===== config.mk =====
export PLATFORM = sky130hd
export DESIGN_NAME = pc_sequencer
export DESIGN_NICKNAME = d
export VERILOG_FILES = /design/src/rtl/pc_seq_pkg.sv /design/src/rtl/pc_next_sel.sv /design/src/rtl/pc_sequencer.sv
export SDC_FILE = /design/constraint.sdc
export NUM_CORES = 1
export LEC_CHECK = 0
export BUFFER_PORTS_ARGS = -buffer_cell sky130_fd_sc_hd__clkbuf_2
export CELL_PAD_IN_SITES_DETAIL_PLACEMENT = 1
export CELL_PAD_IN_SITES_GLOBAL_PLACEMENT = 2
export CORE_ASPECT_RATIO = 1.25
export CORE_MARGIN = 5
export CORE_UTILIZATION = 32
export CTS_CLUSTER_DIAMETER = 60
export CTS_CLUSTER_SIZE = 24
export DETAILED_ROUTE_END_ITERATION = 10
export PLACE_DENSITY = 0.88
export RECOVER_POWER = 50
export REMOVE_ABC_BUFFERS = 1
export SYNTH_ARGS = -nofsm -noshare
export SYNTH_HDL_FRONTEND = slang
export SYNTH_SLANG_ARGS = --single-unit

===== constraint.sdc =====
create_clock -name clock -period 6.7 [get_ports clock]
set_clock_uncertainty 0.15 [all_clocks]
set_input_delay 0.335 -clock clock [delete_from_list [all_inputs] [get_ports clock]]
set_output_delay 0.335 -clock clock [all_outputs]
set_load 0.1 [all_outputs]

===== src/rtl/pc_seq_pkg.sv =====
// Shared types and constants for the program-counter sequencer.
package pc_seq_pkg;

    typedef logic [31:0] word_t;

    typedef enum logic [1:0] {
        BOOT  = 2'd0,
        FETCH = 2'd1,
        EXEC  = 2'd2,
        TRAP  = 2'd3
    } pc_state_t;

    localparam word_t PC_INCR = 32'd4;

    function automatic logic is_misaligned(input word_t addr);
        return addr[1:0] != 2'b00;
    endfunction

endpackage


===== src/rtl/pc_next_sel.sv =====
// Branch decision and next-PC selection: target when branch&zero, else PC+4.
module pc_next_sel
    import pc_seq_pkg::*;
(
    input  word_t pc_i,
    input  logic  branch_i,
    input  logic  zero_i,
    input  word_t offset_i,
    output word_t pc_next_o,
    output logic  take_o
);

    // Both sums wrap modulo 2^32; the offset is two's-complement so a plain add suffices.
    assign take_o    = branch_i & zero_i;
    assign pc_next_o = take_o ? (pc_i + offset_i) : (pc_i + PC_INCR);

endmodule


===== src/rtl/pc_sequencer.sv =====
// Fetch/execute PC sequencer with a ready handshake to instruction memory.
// Optional PC_SEQ_MISALIGN_TRAP_EN: misaligned next-PC enters a terminal TRAP state.
module pc_sequencer
    import pc_seq_pkg::*;
#(
    parameter word_t RESET_PC = 32'h0000_0000
) (
    input  logic        clock,
    input  logic        reset,
    input  logic        branch,
    input  logic        zero,
    input  logic [31:0] branchOffset,
    input  logic        stall,
    input  logic        fetchReady,
    output logic        fetchReq,
    output logic [31:0] fetchAddr,
    output logic [31:0] PC,
    output logic [31:0] PCNext,
    output logic        instrValid,
    output logic        branchTaken,
    output logic [31:0] instrCount
`ifdef PC_SEQ_MISALIGN_TRAP_EN
    ,
    output logic        misaligned
`endif
);

    pc_state_t state_q, state_d;
    word_t     pc_q, pc_d;
    word_t     cnt_q, cnt_d;
    logic      taken_q, taken_d;
    word_t     pc_next;
    logic      take;

    pc_next_sel u_next_sel (
        .pc_i      (pc_q),
        .branch_i  (branch),
        .zero_i    (zero),
        .offset_i  (branchOffset),
        .pc_next_o (pc_next),
        .take_o    (take)
    );

`ifdef PC_SEQ_MISALIGN_TRAP_EN
    logic mis_q, mis_d;
`endif

    always_comb begin
        state_d = state_q;
        pc_d    = pc_q;
        cnt_d   = cnt_q;
        taken_d = 1'b0;
`ifdef PC_SEQ_MISALIGN_TRAP_EN
        mis_d   = mis_q;
`endif
        case (state_q)
            BOOT:  state_d = FETCH;
            FETCH: if (fetchReady) state_d = EXEC;
            EXEC: begin
                // A stall holds everything, including a pending taken branch.
                if (!stall) begin
`ifdef PC_SEQ_MISALIGN_TRAP_EN
                    if (is_misaligned(pc_next)) begin
                        state_d = TRAP;
                        mis_d   = 1'b1;
                    end else begin
                        pc_d    = pc_next;
                        cnt_d   = cnt_q + 32'd1;
                        taken_d = take;
                        state_d = FETCH;
                    end
`else
                    pc_d    = {pc_next[31:2], 2'b00};
                    cnt_d   = cnt_q + 32'd1;
                    taken_d = take;
                    state_d = FETCH;
`endif
                end
            end
`ifdef PC_SEQ_MISALIGN_TRAP_EN
            TRAP:  state_d = TRAP;
`endif
            default: state_d = BOOT;
        endcase
    end

    always_ff @(posedge clock or negedge reset) begin
        if (!reset) begin
            state_q <= BOOT;
            pc_q    <= RESET_PC;
            cnt_q   <= '0;
            taken_q <= 1'b0;
        end else begin
            state_q <= state_d;
            pc_q    <= pc_d;
            cnt_q   <= cnt_d;
            taken_q <= taken_d;
        end
    end

`ifdef PC_SEQ_MISALIGN_TRAP_EN
    always_ff @(posedge clock or negedge reset) begin
        if (!reset) mis_q <= 1'b0;
        else        mis_q <= mis_d;
    end
    assign misaligned = mis_q;
`endif

    assign fetchReq    = (state_q == FETCH);
    assign fetchAddr   = pc_q;
    assign PC          = pc_q;
    assign PCNext      = pc_next;
    assign instrValid  = (state_q == EXEC);
    assign branchTaken = taken_q;
    assign instrCount  = cnt_q;

endmodule


======== Yosys cells after proc, flatten, opt, wreduce, memory -nomap -nowiden ========
Cells that the tools add are included.
word-level totals
  flip-flop bits (word level) ............. 65
  word-level logic and storage cells ...... 22
operators by class
  add/subtract/negate cells ............... 3
  eq/ne operators ......................... 4
  mux-type cells .......................... 6
  bitwise gates (word level) .............. 2
  reduce and logical (&&, ||, !) cells .... 3
operators by type and width
  kind                                                 number
  adder 32 x 1 -> 32 bit, second input constant        1
  adder 32 x 3 -> 32 bit, second input constant        1
  adder 32 bit                                         1
  two-way mux 32 bit                                   1
  one-hot mux 2 bit (3 select lines)                   1
  two-way mux 2 bit                                    2
  inequality test 2 bit, second input constant         2
  AND reduction 2 bit                                  2
  equality test 2 x 1 -> 1 bit, second input constant  1
  equality test 2 bit, second input constant           1
  zero test 2 bit                                      1
  two-way mux 1 bit                                    2
  AND 1 bit                                            1
  inverter 1 bit                                       1

======== Depth between registers and ports, before layout ========
Gate-level depths: netlist of the first run.
  depth in word-level cells ............... 3
  gate-level depth with buffers ........... 12

======== By module ========
Synthesis of the first run repeated with hierarchy kept, for this count alone.
second synthesis, totals
  cell total of the unflattened synthesis .. 724
  area total of the unflattened synthesis .. 5,676.7 sq um
by module, submodules not included
  module        times used  cells an instance  area each (sq um)  sequential area each (sq um)
  pc_sequencer  1           309                2,987.9            1,626.6
  pc_next_sel   1           415                2,688.8            0.0

======== Worst setup path after synthesis of the first run ========
OpenSTA, ideal clock, no wires.
  kind .................................... flip-flop to flip-flop
  start point ............................. register pc_q[2], in the netlist PC[2]
  end point ............................... register pc_q[22], in the netlist PC[22]
  library setup time ...................... 75 ps
  arrival time ............................ 4,487 ps
  required time ........................... 6,475 ps
  slack ................................... 1,988 ps
  cell stages (with the launch flop) ...... 11
  clock period less this slack ............ 4,712 ps
  path through ............................ dfrtp_1 ha_1 inv_1 fa_1 nand2b_1 a21oi_1 nor2_1 o21a_4 o41ai_2 xor2_1 mux2_2
between the ends
  word-level cells in the longest chain between the ends .. 2
  elaborated cells on any way between the ends .. 3
RTL lines
  item                                                           RTL line            source
  from (decl)                                                    pc_sequencer.sv:29  word_t pc_q, pc_d;
  from (signal assigned)                                         pc_sequencer.sv:95  pc_q <= pc_d;
  adder 32 x 3 -> 32 bit / adder 32 bit (equally long branches)  pc_next_sel.sv:15   assign pc_next_o = take_o ? (pc_i + offset_i) : (pc_i + PC_INCR);
  two-way mux 32 bit (*)                                         pc_next_sel.sv:15
  net PCNext[22]                                                 pc_sequencer.sv:18  output logic [31:0] PCNext,
Mark *: on every way through the listed nets, which the timed path passes. The rest lies on a longest branch.
A chain may end at the register's enable or synchronous reset.

======== Worst setup path after layout of the first run ========
  start point ............................. input port branch
  end point ............................... output port PCNext[22]
between the ends
  word-level cells in the longest chain between the ends .. 2
RTL lines
  item                RTL line            source
  from (decl)         pc_sequencer.sv:10  input logic branch,
  AND 1 bit           pc_next_sel.sv:14   assign take_o = branch_i & zero_i;
  two-way mux 32 bit  pc_next_sel.sv:15
  to (decl)           pc_sequencer.sv:18
Every way passes these cells.

==> results of run 1 <==
## metrics by stage
step           hold WS (ns)  instances
6_report              0.105        838
3_5_place_dp          0.322        822
2_1_floorplan        -0.111        474
4_1_cts              0.0674        838
5_1_grt              0.0984        838
3_3_place_gp          0.314        822
## flip-flops by register name, summed over array words and instances, names as in the netlist
signal,count
PC,30
branchTaken,1
instrCount,32
state_q,2
## cells in the final DEF, fill, tap and decap left out, drive strengths merged, types with 2 or more instances in the layout
master and instances:
xnor2 39, o21a 5, and3 35, nand3b 2
o31ai 4, nand2 53, clkbuf 177, mux2 24
a221oi 2, a31oi 2, o221a 2, conb 4
dfrtp 65, and2 6, inv 9, nor3 8
o21ai 13, clkinv 2, o211ai 7, nand4 18
a21oi 31, or3 2, nor2 27, o21bai 5
nand3 22, xor2 16, nand2b 6, ha 30
nor2b 8, a21o 10
## cell families (layout without fill, tap and decap cells)
| group | after synthesis | in the layout | share of synthesized area (%) |
|---|---|---|---|
| AO/OA/AOI/OAI | 93 | 93 | 13.4 |
| XOR/XNOR | 56 | 56 | 10.5 |
| adder cells (fa/ha/maj) | 31 | 31 | 8.25 |
| buffers and inverters | 63 | 191 | 7.78 |
| flip-flops | 65 | 65 | 34.0 |
| multiplexers | 24 | 24 | 5.64 |
| other | 1 | 4 | 0.0783 |
| AND/OR/NAND/NOR | 192 | 192 | 20.4 |
## per-layer routing
metal	GRT usage [%]	wire length, um
met5	0	0
met2	31.3	7820
met1	20.3	6130
met3	6.12	1230
met4	5.73	275
## final timing paths
path / startpoint / endpoint / slack, ns / cells after the start
setup / recovery: branch / PCNext[22] / 2.67 / 12
hold / removal: fetchReady / state_q[1] / 0.10 / 3
setup reg to reg: state_q[0] / instrCount[18] / 2.82 / 7
hold reg to reg: instrCount[31] / instrCount[31] / 0.33 / 1
max in group asynchronous: reset / instrCount[27] / 3.11 / 2
min in group asynchronous: reset / PC[15] / 1.19 / 2
## cell type report
| type | instances | area, um^2 | share of cell area, % |
|---|---|---|---|
| inverters | 9 | 33.8 | 0.586 |
| repair buffers | 166 | 761 | 13.2 |
| clock inverters | 4 | 51.3 | 0.891 |
| well taps | 182 | 228 | 3.95 |
| flip-flops and latches | 65 | 1630 | 28.2 |
| clock buffers | 12 | 256 | 4.45 |
| multi-input cells | 400 | 2800 | 48.7 |
## critical path, stage by stage
cell and delay, ns:
clkbuf_2 0.38, nand3b_1 0.23, ha_1 0.19, inv_1 0.06, fa_1 0.40, nand2b_1 0.18, a21oi_1 0.18, nor2_1 0.13
o21a_4 0.27, o41ai_2 0.41, xor2_1 0.26, clkbuf_2 0.50
==> impl_metrics.csv, run 1 <==
group,metric,value,unit
finish,area_growth,20.3,%
hold_path,hold_class,"input pin to flip-flop",
clocking,clockBufferDepth,2,
place,place_congestion,0.874,
global_route,grt_pass1_vias,4760,
yosys,yosysSeqAreaShare,34.0,%
finish,diodes,0,
clocking,clkSinkCount,65,
clocking,insertion_delay,0.34,ns
status,status,"finished, violations left",
floorplan,ioPinCount,169,
sta,fmax,248,MHz
clocking,post_cts_buffers,0,
floorplan,start_util,32.3,%
yosys,synth_area_leaders,"dfrtp_1 (34%), ha_1 (7.8%), xnor2_1 (7.1%), mux2_2 (5.4%), buf_4 (5.3%)",
clocking,cts_buffers,9,
run,drv_cap,2,
status,violations,"max-capacitance violations, max-slew violations",
global_route,grt_pass1_wl,25.3,mm
floorplan,core.rowCount,50,
floorplan,dieArea,17500,um^2
finish,fin_area,5760,um^2
place,dp_hpwl,12.1,mm
yosys,ys_ff_latch,65,
setup_path,cp.required,6.21,ns
route,via_count,4347,
floorplan,die_h,147,um
clocking,cts_tree,"done",
yosys,yosysMostFrequentCell,"dfrtp_1",
route,viasPerCell,5.19,
sta,rsz0062_at_grt,"false",
sta,worstMarginPinSlew,3.67,ns
global_route,grt_remaining_overflow,0,
global_route,antenna_found_initial,0,
route,routed_wl,15.5,mm
floorplan,die_x,119,um
finish,drive_gt1_share,24.4,%
setup_path,worstSetupStartpointType,"input pin",
yosys,ys_types,57,
yosys,synth_enable_flop_cells,0,
clocking,ctsHtreeMaxLevel,3,
sta,fin_crit_sh,60.1,%
yosys,synthArstFlopShare,100,%
place,io_buffers,164,
sta,setup_tns,0,ns
route,post-route-drc-count,0,
route,ant_nets,0,
sta,fin_crit,4.03,ns
route,drt_iter0_markers,101,
setup_path,arrival,3.54,ns
route,wl_per_cell,18.4,um
finish,nFillCells,1764,
global_route,grt_start_max_net_pins,66,
finish,nets,720,
yosys,syn_inst,525,
place,placed_area,5530,um^2
yosys,syn_area,4790,um^2
sta,slew-limit-headroom,-145,%
setup_path,worst_setup_path_end_kind,"output port",
setup_path,cp_max_fo,34,
yosys,avgSynthCellArea,9.12,um^2
sta,slew_viol_final,98,
setup_path,crit_type,"input pin to output port",
yosys,synthFlopType,"dfrtp_1",
sta,finalSetupViolations,0,
clocking,post_cts_resize_count,0,
yosys,yosys.area.top_type_share,34.0,%
yosys,synth_common_cells,"dfrtp_1 (65), nand2_1 (53), xnor2_1 (39)",
clocking,clk_pin_slew,0.05,ns
sta,setup_slack,2.67,ns
yosys,yosys.area.top_type,"dfrtp_1",
route,drtPass1Iterations,4,
clocking,cts-root-buf,"clkbuf_16",
clocking,postCtsHoldBufs,0,
yosys,ys_warn_count,0,
finish,final_core_util,38.9,%
sta,finalHoldViolCount,0,
place,pre_cts_ws,2.65,ns
global_route,grt_use_total,17.8,%
floorplan,core_area,14800,um^2
Power of run 1 is not shown: default switching activity piles up to over one toggle a cycle in this logic, so the estimate is an artifact.
==> run 2, diff against run 1 <==
CORE_UTILIZATION = 27   (was 32)
PLACE_DENSITY = 0.79   (was 0.88)
clock period = 3.55 ns   (was 6.7 ns; I/O delays follow)
==> run 2 against run 1 <==
Effect of this change:
- clock-buffer cell count decreased by 1
- design area increased by 7.3%
- hold slack got worse by 0.027 ns
- final cell count increased by 6.6%
- largest cell class unchanged
- the flow still finishes with violations (max-capacitance violations, max-slew violations)
==> impl_metrics.csv, run 2 (synthesis gave the netlist of run 1 again) <==
group,metric,value,unit
finish,area_growth,29.1,%
status,violations,"max-capacitance violations, max-slew violations",
run,drv_cap,1,
setup_path,worstSetupStartpointType,"input pin",
finish,fin_area,6180,um^2
route,routed_wl,16.2,mm
place,dp_hpwl,13.0,mm
setup_path,arrival,3.03,ns
sta,fin_crit,3.35,ns
floorplan,core.rowCount,54,
sta,finalSetupViolations,0,
setup_path,cp.required,3.22,ns
global_route,antenna_found_initial,1,
sta,rsz0062_at_grt,"false",
sta,slew-limit-headroom,-22.4,%
clocking,ctsHtreeMaxLevel,3,
place,dp.cells,873,
floorplan,core_area,17400,um^2
setup_path,crit_type,"input pin to output port",
route,drtPass1Iterations,4,
clocking,cts_tree,"done",
finish,finalNonFillerCells,893,
finish,layout_commonest_cell,"clkbuf_1",
clocking,cts-root-buf,"clkbuf_16",
finish,nFillCells,2092,
place,pre_cts_ws,0.178,ns
floorplan,start_util,27.5,%
place,place_congestion,0.863,
hold_path,hold_class,"input pin to flip-flop",
route,post-route-drc-count,0,
route,ant_nets,0,
global_route,grt_start_max_net_pins,37,
sta,worstMarginPinSlew,1.84,ns
sta,hold_slack,0.0779,ns
floorplan,dieArea,20500,um^2
place,placed_area,5930,um^2
place,io_buffers,164,
setup_path,worst_setup_path_end_kind,"output port",
sta,fin_crit_sh,94.5,%
finish,nets,733,
finish,drive_gt1_share,20.0,%
global_route,grt_pass1_vias,4936,
finish,largest_register_ffs,32,
route,drt_iter0_markers,112,
clocking,clkSinkCount,65,
floorplan,ioPinCount,169,
sta,setup_slack,0.197,ns
sta,slew_viol_final,31,
finish,diodes,0,
clocking,cts_buffers,9,
clocking,clk_pin_slew,0.06,ns
sta,fmax,298,MHz
global_route,grt_use_total,16.0,%
route,via_count,4431,
finish,final_cell_mix,"clkbuf_1 (95), dfrtp_1 (65), nand2_1 (53)",
clocking,insertion_delay,0.34,ns
route,viasPerCell,4.96,
setup_path,cp_max_fo,25,
sta,finalHoldViolCount,0,
floorplan,die_h,159,um
floorplan,die_x,129,um
clocking,clockBufferDepth,2,
status,status,"finished, violations left",
global_route,grt_pass1_wl,26.3,mm
global_route,grt_remaining_overflow,0,
route,wl_per_cell,18.2,um
run 2: cell types whose count changed in the layout (fill, tap and decap cells not counted), moves of 3 or more:
cell | previous run | this run
clkbuf_2 | 109 | 48
clkbuf_1 | 57 | 95
dlygate4sd3_1 | 0 | 3
buf_4 | 0 | 16
buf_12 | 0 | 18
run 2: area by class of cell:
| type | instances | area (um^2) | share of cell area, % |
|---|---|---|---|
| clock buffers | 11 | 243 | 3.93 |
| clock inverters | 5 | 78.8 | 1.27 |
| inverters | 9 | 33.8 | 0.546 |
| multi-input cells | 400 | 2820 | 45.6 |
| flip-flops and latches | 65 | 1630 | 26.3 |
| well taps | 224 | 280 | 4.53 |
| repair buffers | 179 | 1100 | 17.8 |
run 2: repair_timing:
item,in CTS,in global routing
hold buffers,3,0
hold endpoints to repair,31,0
buffers inserted,0,1
resized for setup,0,2
endpoints found under the setup margin,0,3
run 2: path summary, 6_finish.rpt:
kind | from | end | slack [ns] | cells past startpoint
max | branch | PCNext[31] | 0.20 | 12
min | stall | instrCount[3] | 0.08 | 3
max reg2reg | PC[2] | PC[22] | 0.61 | 11
min reg2reg | instrCount[31] | instrCount[31] | 0.32 | 1
max in group asynchronous | reset | PC[6] | 1.19 | 3
min in group asynchronous | reset | state_q[0] | 0.72 | 2
run 2: metrics by stage:
step,TNS [ns],util (%)
after floorplan,-68.02,-
after global placement,0,34.0
after detailed placement,0,34.0
after CTS,0,36.1
after global routing,0,35.5
final,0,35.5
run 2: critical path, stage by stage:
cell and delay [ns]:
clkbuf_2 0.32, and3_1 0.31, ha_1 0.36, a21oi_1 0.29, o21ai_0 0.19, nor2_1 0.18
o311ai_1 0.13, buf_4 0.17, nand4b_1 0.19, nand2_1 0.11, xnor3_1 0.40, buf_12 0.18
run 2: layer usage:
| layer | GRT usage, % | share of wire [%] | vias to the layer above |
|---|---|---|---|
| li1 | - | - | 2106 |
| met1 | 17.8 | 38 | 2173 |
| met2 | 28.4 | 52 | 133 |
| met3 | 5.54 | 8.7 | 17 |
| met4 | 4.97 | 1.7 | 2 |
| met5 | 0 | 0.080 | - |
Power of run 2 is left out for the same reason.
==> run 3, diff against run 2 <==
clock period = 2.7 ns   (was 3.55 ns; I/O delays follow)
==> run 3 against run 2 <==
Effect of this change:
- the run ends with max-capacitance violations, max-slew violations, negative setup slack left
- clock-buffer cell count fell by 2
- design area increased by 30%
- global-route usage grew 2.9 points
- core utilization increased by 11 points
- via count rose by 14%
- setup slack worse by 0.54 ns
- first-iteration DRC count increased by 25%
- routed wire length is 19% higher
- sequential share of layout area is 6.1 points lower
- non-clock buffer count rose by 145
- flip-flop and latch count did not move
- critical path type is now flip-flop to output port
==> impl_metrics.csv, run 3 (synthesis gave the netlist of run 1 again) <==
group,metric,value,unit
place,place_congestion,0.838,
finish,largest_register_ffs,32,
route,wl_per_cell,18.6,um
setup_path,crit_end,"PCNext[30]",
setup_path,reg2reg_depth,10,
place,dp_hpwl,15.0,mm
floorplan,die_x,129,um
setup_path,reg2reg_from,"PC[11]",
clocking,cts_buffers,9,
sta,slew-limit-headroom,-0.717,%
clocking,clk_pin_slew,0.06,ns
sta,rsz0062_at_grt,"true",
setup_path,critPathBufInv,4,
setup_path,path_depth,12,
sta,fin_crit_sh,113,%
setup_path,worst_setup_path_end_kind,"output port",
sta,finalSetupViolations,24,
global_route,grt_pass1_vias,5862,
sta,fmax,328,MHz
route,post-route-drc-count,0,
finish,final_cell_mix,"buf_4 (145), clkbuf_2 (89), dfrtp_1 (65)",
clocking,clockBufferDepth,2,
floorplan,core.rowCount,54,
status,status,"finished, violations left",
setup_path,crit_chain,"ha_2, inv_2, fa_2, nand2b_4, a21oi_4, nor2_4, o21a_4, buf_6, o211ai_1, xor2_1, buf_4, buf_12",
setup_path,cp_max_fo,4,
setup_path,critical_path.top_delay_family,"compound AO/OA/AOI/OAI gates",
floorplan,core_area,17400,um^2
sta,worstMarginPinSlew,1.51,ns
run,drv_cap,1,
setup_path,arrival,2.76,ns
place,io_buffers,164,
floorplan,dieArea,20500,um^2
finish,nets,878,
finish,diodes,0,
global_route,grt_start_max_net_pins,43,
setup_path,crit_slowest_cell,"dfrtp_1",
sta,slew_viol_final,25,
clocking,ctsHtreeMaxLevel,3,
finish,drive_gt1_share,48.6,%
sta,fin_crit,3.04,ns
setup_path,cp.required,2.41,ns
clocking,insertion_delay,0.35,ns
route,via_count,5068,
route,drt_iter0_markers,140,
global_route,grt_use_total,18.9,%
setup_path,worstSetupStartpointType,"flip-flop",
setup_path,worstSetupStartpoint,"PC[2]",
global_route,grt_remaining_overflow,0,
setup_path,crit_type,"flip-flop to output port",
sta,setup_tns,-4.38,ns
finish,area_growth,67.7,%
place,placed_area,7000,um^2
floorplan,start_util,27.5,%
finish,fin_area,8030,um^2
global_route,grt_pass1_wl,30.6,mm
route,viasPerCell,4.88,
sta,setup_slack,-0.344,ns
clocking,clkSinkCount,65,
floorplan,die_h,159,um
hold_path,hold_class,"input pin to flip-flop",
setup_path,r2r_end,"PC[30]",
status,violations,"max-capacitance violations, max-slew violations, negative setup slack",
setup_path,cpPeakStageDelay,0.37,ns
finish,layout_commonest_cell,"buf_4",
route,drtPass1Iterations,4,
clocking,cts-root-buf,"clkbuf_16",
sta,finalHoldViolCount,0,
route,ant_nets,0,
route,routed_wl,19.3,mm
clocking,cts_tree,"done",
global_route,antenna_found_initial,1,
setup_path,rrSetupSlack,-0.01,ns
floorplan,ioPinCount,169,
run 3: per-layer routing:
metal  track usage, %  up-vias  routed length (um)
li1                 -     2388                   -
met1             20.0     2500                7010
met2             35.4      141               10500
met3             4.44       37                1130
met4             7.16        2                 665
met5                0        -                  13
run 3: repair_timing:
action	4_1_cts	5_1_grt
setup buffers	19	9
hold buffers	3	0
setup endpoints to repair	29	30
pin swaps	40	32
resized for setup	87	21
endpoints found under the hold margin	25	0
run 3: worst min path at each step:
stage | startpoint | to | slack (ns) | cells past startpoint
2_1_floorplan | reset | PC[10] | -0.31 | 0
3_3_place_gp | reset | state_q[0] | 0.05 | 1
3_5_place_dp | reset | state_q[0] | 0.05 | 1
4_1_cts | stall | state_q[0] | 0.04 | 3
5_1_grt | stall | instrCount[3] | 0.08 | 3
6_report | stall | state_q[0] | 0.05 | 3
run 3: final cells by class:
cell class              count  area (um^2)
clock buffers               9          225
clock inverters             7         70.1
fillers                  2038         9400
inverters                   9         33.8
multi-input cells         400         3360
flip-flops and latches     65         1630
well taps                 224          280
repair buffers            324         2430
run 3: through the flow:
step	hold slack, ns	utilization (%)	setup WS [ns]	cells
2_1_floorplan	-0.311	-	-2.66	474
6_report	0.0509	46.1	-0.344	1038
3_5_place_dp	0.0524	40.2	-0.374	993
4_1_cts	0.0414	45.6	-0.364	1031
5_1_grt	0.0764	46.1	-0.458	1038
3_3_place_gp	0.0472	40.2	-0.268	993
run 3: worst reg2reg max path: cells and delay by family, from the launching register on:
| kind | cells | cell delay, ns |
|---|---|---|
| AOI/OAI and AO/OA | 5 | 1.06 |
| DFF | 1 | 0.42 |
| buffers and inverters | 2 | 0.28 |
| adders and majority gates | 1 | 0.25 |
| muxes | 1 | 0.25 |
| xor gates and xnor gates | 1 | 0.19 |
Power of run 3 is left out for the same reason.
